[src/rtl/arbhot.sv]
// arbhot: round-robin arbiter with a registered one-hot grant that drives
// the select input of a one-hot data mux. It also provides a registered
// valid flag and the binary index of the current owner.
//
// Optional feature: define ARBHOT_HOLD_EN to lock a grant for as long as
// its owner keeps requesting (multi-cycle bursts). Without it the arbiter
// re-arbitrates on every enabled edge.
module arbhot #(
    parameter int N = 16,
    localparam int IW = $clog2(N)
) (
    input  logic          clk,
    input  logic          nreset,
    input  logic          en,
    input  logic [N-1:0]  req,
    output logic [N-1:0]  grant,
    output logic          gvalid,
    output logic [IW-1:0] gid
);

    // Last winner; the search starts one position after it.
    logic [IW-1:0] ptr;

    // Search results
    logic          win_found;
    logic [IW-1:0] win_idx;
    logic [IW:0]   cand;

    // Hold decision
    logic          hold;

    // Next-state values
    logic [N-1:0]  grant_d;
    logic          gvalid_d;
    logic [IW-1:0] gid_d;
    logic [IW-1:0] ptr_d;

    // Rotating priority search: visit ptr+1, ptr+2, ... wrapping modulo N
    // explicitly so non-power-of-two N never produces an index >= N. The
    // previous winner (offset N) is examined last.
    always_comb begin
        win_found = 1'b0;
        win_idx   = '0;
        cand      = '0;
        for (int k = 1; k <= N; k++) begin
            cand = {1'b0, ptr} + (IW+1)'(k);
            if (cand >= (IW+1)'(N)) begin
                cand = cand - (IW+1)'(N);
            end
            if (!win_found && req[cand[IW-1:0]]) begin
                win_found = 1'b1;
                win_idx   = cand[IW-1:0];
            end
        end
    end

`ifdef ARBHOT_HOLD_EN
    // The current owner keeps the mux while it still requests.
    assign hold = gvalid && req[gid];
`else
    // Per-cycle round robin: never hold.
    assign hold = 1'b0;
`endif

    // Next-state selection: disable drops the grant, hold keeps it, otherwise
    // the search winner (if any) takes the mux.
    always_comb begin
        grant_d  = '0;
        gvalid_d = 1'b0;
        gid_d    = '0;
        ptr_d    = ptr;
        if (en) begin
            if (hold) begin
                grant_d  = grant;
                gvalid_d = gvalid;
                gid_d    = gid;
            end else if (win_found) begin
                grant_d[win_idx] = 1'b1;
                gvalid_d         = 1'b1;
                gid_d            = win_idx;
                ptr_d            = win_idx;
            end
        end
    end

    // State registers; reset makes requester 0 the first in line.
    always_ff @(posedge clk or negedge nreset) begin
        if (!nreset) begin
            grant  <= '0;
            gvalid <= 1'b0;
            gid    <= '0;
            ptr    <= IW'(N - 1);
        end else begin
            grant  <= grant_d;
            gvalid <= gvalid_d;
            gid    <= gid_d;
            ptr    <= ptr_d;
        end
    end

    // Structural invariants of the registered outputs.
    a_onehot: assert property (@(posedge clk) disable iff (!nreset)
        $onehot0(grant));
    a_valid: assert property (@(posedge clk) disable iff (!nreset)
        gvalid == (|grant));
    a_gid_range: assert property (@(posedge clk) disable iff (!nreset)
        gid <= IW'(N - 1));
    a_ptr_range: assert property (@(posedge clk) disable iff (!nreset)
        ptr <= IW'(N - 1));
    a_gid_zero: assert property (@(posedge clk) disable iff (!nreset)
        !gvalid |-> (gid == '0));

endmodule

[config.mk]
export PLATFORM = sky130hd
export DESIGN_NAME = arbhot
export DESIGN_NICKNAME = d
export VERILOG_FILES = /design/src/rtl/arbhot.sv
export SDC_FILE = /design/constraint.sdc
export NUM_CORES = 1
export LEC_CHECK = 0
export ABC_AREA = 0
export CAP_MARGIN = 30
export CORE_ASPECT_RATIO = 0.9
export CORE_MARGIN = 2
export CORE_UTILIZATION = 45
export DETAILED_ROUTE_END_ITERATION = 8
export MAX_ROUTING_LAYER = met4
export PLACE_DENSITY_LB_ADDON = 0.15
export SLEW_MARGIN = 20
export SYNTH_ARGS = -nofsm -noshare
export SYNTH_HDL_FRONTEND = slang
export SYNTH_SLANG_ARGS = --single-unit
export TNS_END_PERCENT = 50
[constraint.sdc]
create_clock -name clk -period 12.5 [get_ports clk]
set_input_delay 2.5 -clock clk [delete_from_list [all_inputs] [get_ports clk]]
set_output_delay 2.5 -clock clk [all_outputs]
set_load 0.01 [all_outputs]
==> reports/qor.txt <==
Crit Path Class: in -> reg
Setup_tns: 0 ns
Share of layout cells above drive strength 1: 21.15%
Root buffer cell: clkbuf_8
Hold Path Class: reg -> reg
Number of max-cap violations: 0
Die area: 8295 um^2
Total CTS buffers: 3
Top cell type's share of synthesized area: 17.82%
Status: finished, final reports clean
Final worst-path setup slack: 6.017 ns
Async SR Flop Fraction: 100.0%
Top cells by area, synth: mux4_2, dfrtp_1, mux2i_1
Clock Tree Buf Depth: 2
Gr ovfl total: 0
Actual slew at the worst max-slew pin: 0.8487 ns
Commonest cells post-synth: mux2i_1, nand2_1, mux4_2
Core Box Area: 7432 um^2
GP Congestion: 1.050
Vias per cell: 6.659
Worst setup EP type: flip-flop
DR WL/cell: 21.32 um
Post_cts resized: 0
Post-synthesis sequential area ratio: 18.48%
Nets: 392
Filler cells: 694
Synth warn: 0
Vias in the first global route: 2897
Number of setup buffers added after CTS: 0
Period utilisation layout: 51.86%
Final Max Slew Viols: 0
Vias: 3063
Pre-CTS setup slack: 5.841 ns
Initial Utilization: 45.91%
Post-route ant nets: 0
Ports: 40
H-tree levels: 1
Largest net degree at the start of global routing: 39
CP startpoint kind: input port
Top-count cell post-synth: mux2i_1
Syn_nets: 362
CP Max Fanout: 12
First-pass GRT wire length: 15670 um
Worst-skew pair later-pin latency: 0.28 ns
Syn Std Cell Area: 3412 um^2
CTS sink cnt: 25
Diode count: 0
GRT Total Usage: 25.24%
Top_reg_cell synth: dfrtp_1
Max_slew headroom: 43.23%
Die Y: 86.61 um
WL final: 9807 um
EDFF count, synth: 0
Initial antenna violation count: 0
Initial DRC count: 286
Hold Violations, Final: 0
Initial DRT Pass Iterations: 5
# hold bufs at CTS: 0
Final Setup Violations: 0
Unrepaired setup endpoints after global routing: false
CTS clk-pin slew, worst paths: 0.10 ns
Skew final: 0.008100 ns
Area grow syn2layout: 14.26%
Gate count of the mapped netlist: 335
Required @ worst endpoint: 12.69 ns
Tmin final: 6.483 ns
Largest area contributor in the netlist: mux4_2
Post-synthesis cell type count: 76
Crit path arrival time: 6.68 ns
IO buf count: 39
Syn_area_per_cell: 10.19 um^2
FF+latch count, synth: 25
Post-DP HPWL: 7444 um
TritonCTS clock tree: done
Die Wd: 95.79 um
Fmax: 154.3 MHz
Rows: 30
DRC: 0
-- layout by cell type, fill, tap and decap left out, types with 4 or more instances in the layout --
master	n
and4b_1	4
o21ai_0	15
ha_1	8
nor2_1	21
o22ai_1	4
dfstp_2	4
o211ai_1	4
nand2_1	29
inv_1	8
xnor2_1	10
or3_1	4
mux2i_1	35
mux4_2	27
mux2_2	11
buf_4	4
nor2b_1	5
a211oi_1	5
dfrtp_1	21
clkdlybuf4s50_1	39
a21oi_1	14
nor4b_2	8
nand3_1	7
-- cells by family after synthesis --
| kind of cell | synth area share [%] |
|---|---|
| simple gates | 19.11 |
| compound gates | 16.80 |
| mux | 34.32 |
| buf+inv | 4.547 |
| flops | 18.48 |
| xor+xnor | 3.814 |
| fa+ha+maj | 2.934 |
-- state kept, by name, indices dropped and copies added (netlist names) --
register / flops
grant: 16
gid: 4
ptr: 4
gvalid: 1
-- critical path: stages --
cell,delay (ns)
clkdlybuf4s50_1,0.51
mux4_2,0.58
mux2i_1,0.32
mux2i_1,0.30
nor3_2,0.54
nand2_1,0.15
o311ai_0,0.43
a211oi_1,0.20
o21ai_1,0.66
buf_4,0.28
nor4b_2,0.20
-- final cells by class --
type	count	area, um^2	area share [%]
inverters	10	37.54	0.9628
multi-input cells	281	2626	67.36
well taps	96	120.1	3.081
clock inverters	1	7.507	0.1926
repair buffers	44	435.4	11.17
flip-flops and latches	25	630.6	16.17
clock buffers	3	41.29	1.059
-- through the flow --
step / util [%] / hold slack [ns] / std cells / area (um^2)
6_report: 52.46 / 0.5190 / 460 / 3899
5_1_grt: 52.46 / 0.5544 / 460 / 3899
4_1_cts: 52.46 / 0.5278 / 460 / 3899
3_5_place_dp: 51.80 / 0.5297 / 456 / 3850
3_3_place_gp: 51.50 / 0.5114 / 454 / 3827
2_1_floorplan: - / 0.8522 / 335 / 3412
-- path summary, 6_finish.rpt --
| check | from | to | slack [ns] | cells past startpoint |
|---|---|---|---|---|
| max in group asynchronous | nreset | ptr[0] | 9.32 | 2 |
| worst min-delay path | ptr[0] | ptr[0] | 0.52 | 2 |
| worst max register to register | ptr[1] | grant[11] | 7.03 | 11 |
| worst max-delay path | req[9] | grant[11] | 6.02 | 11 |
| worst min register to register | ptr[0] | ptr[0] | 0.52 | 2 |
| min in group asynchronous | nreset | grant[11] | 2.59 | 1 |
-- per-layer routing --
layer / up-vias / routed length (um) / GRT usage (%)
met2: 148 / 4449 / 36.62
met1: 1516 / 4517 / 37.39
met4: 0 / 172 / 6.753
met5: - / 0 / -
li1: 1385 / - / -
met3: 14 / 668 / 2.957
Power is left out: the tool's default activity adds up to more than one toggle a clock period on the data nets, which glitch-free logic cannot reach.
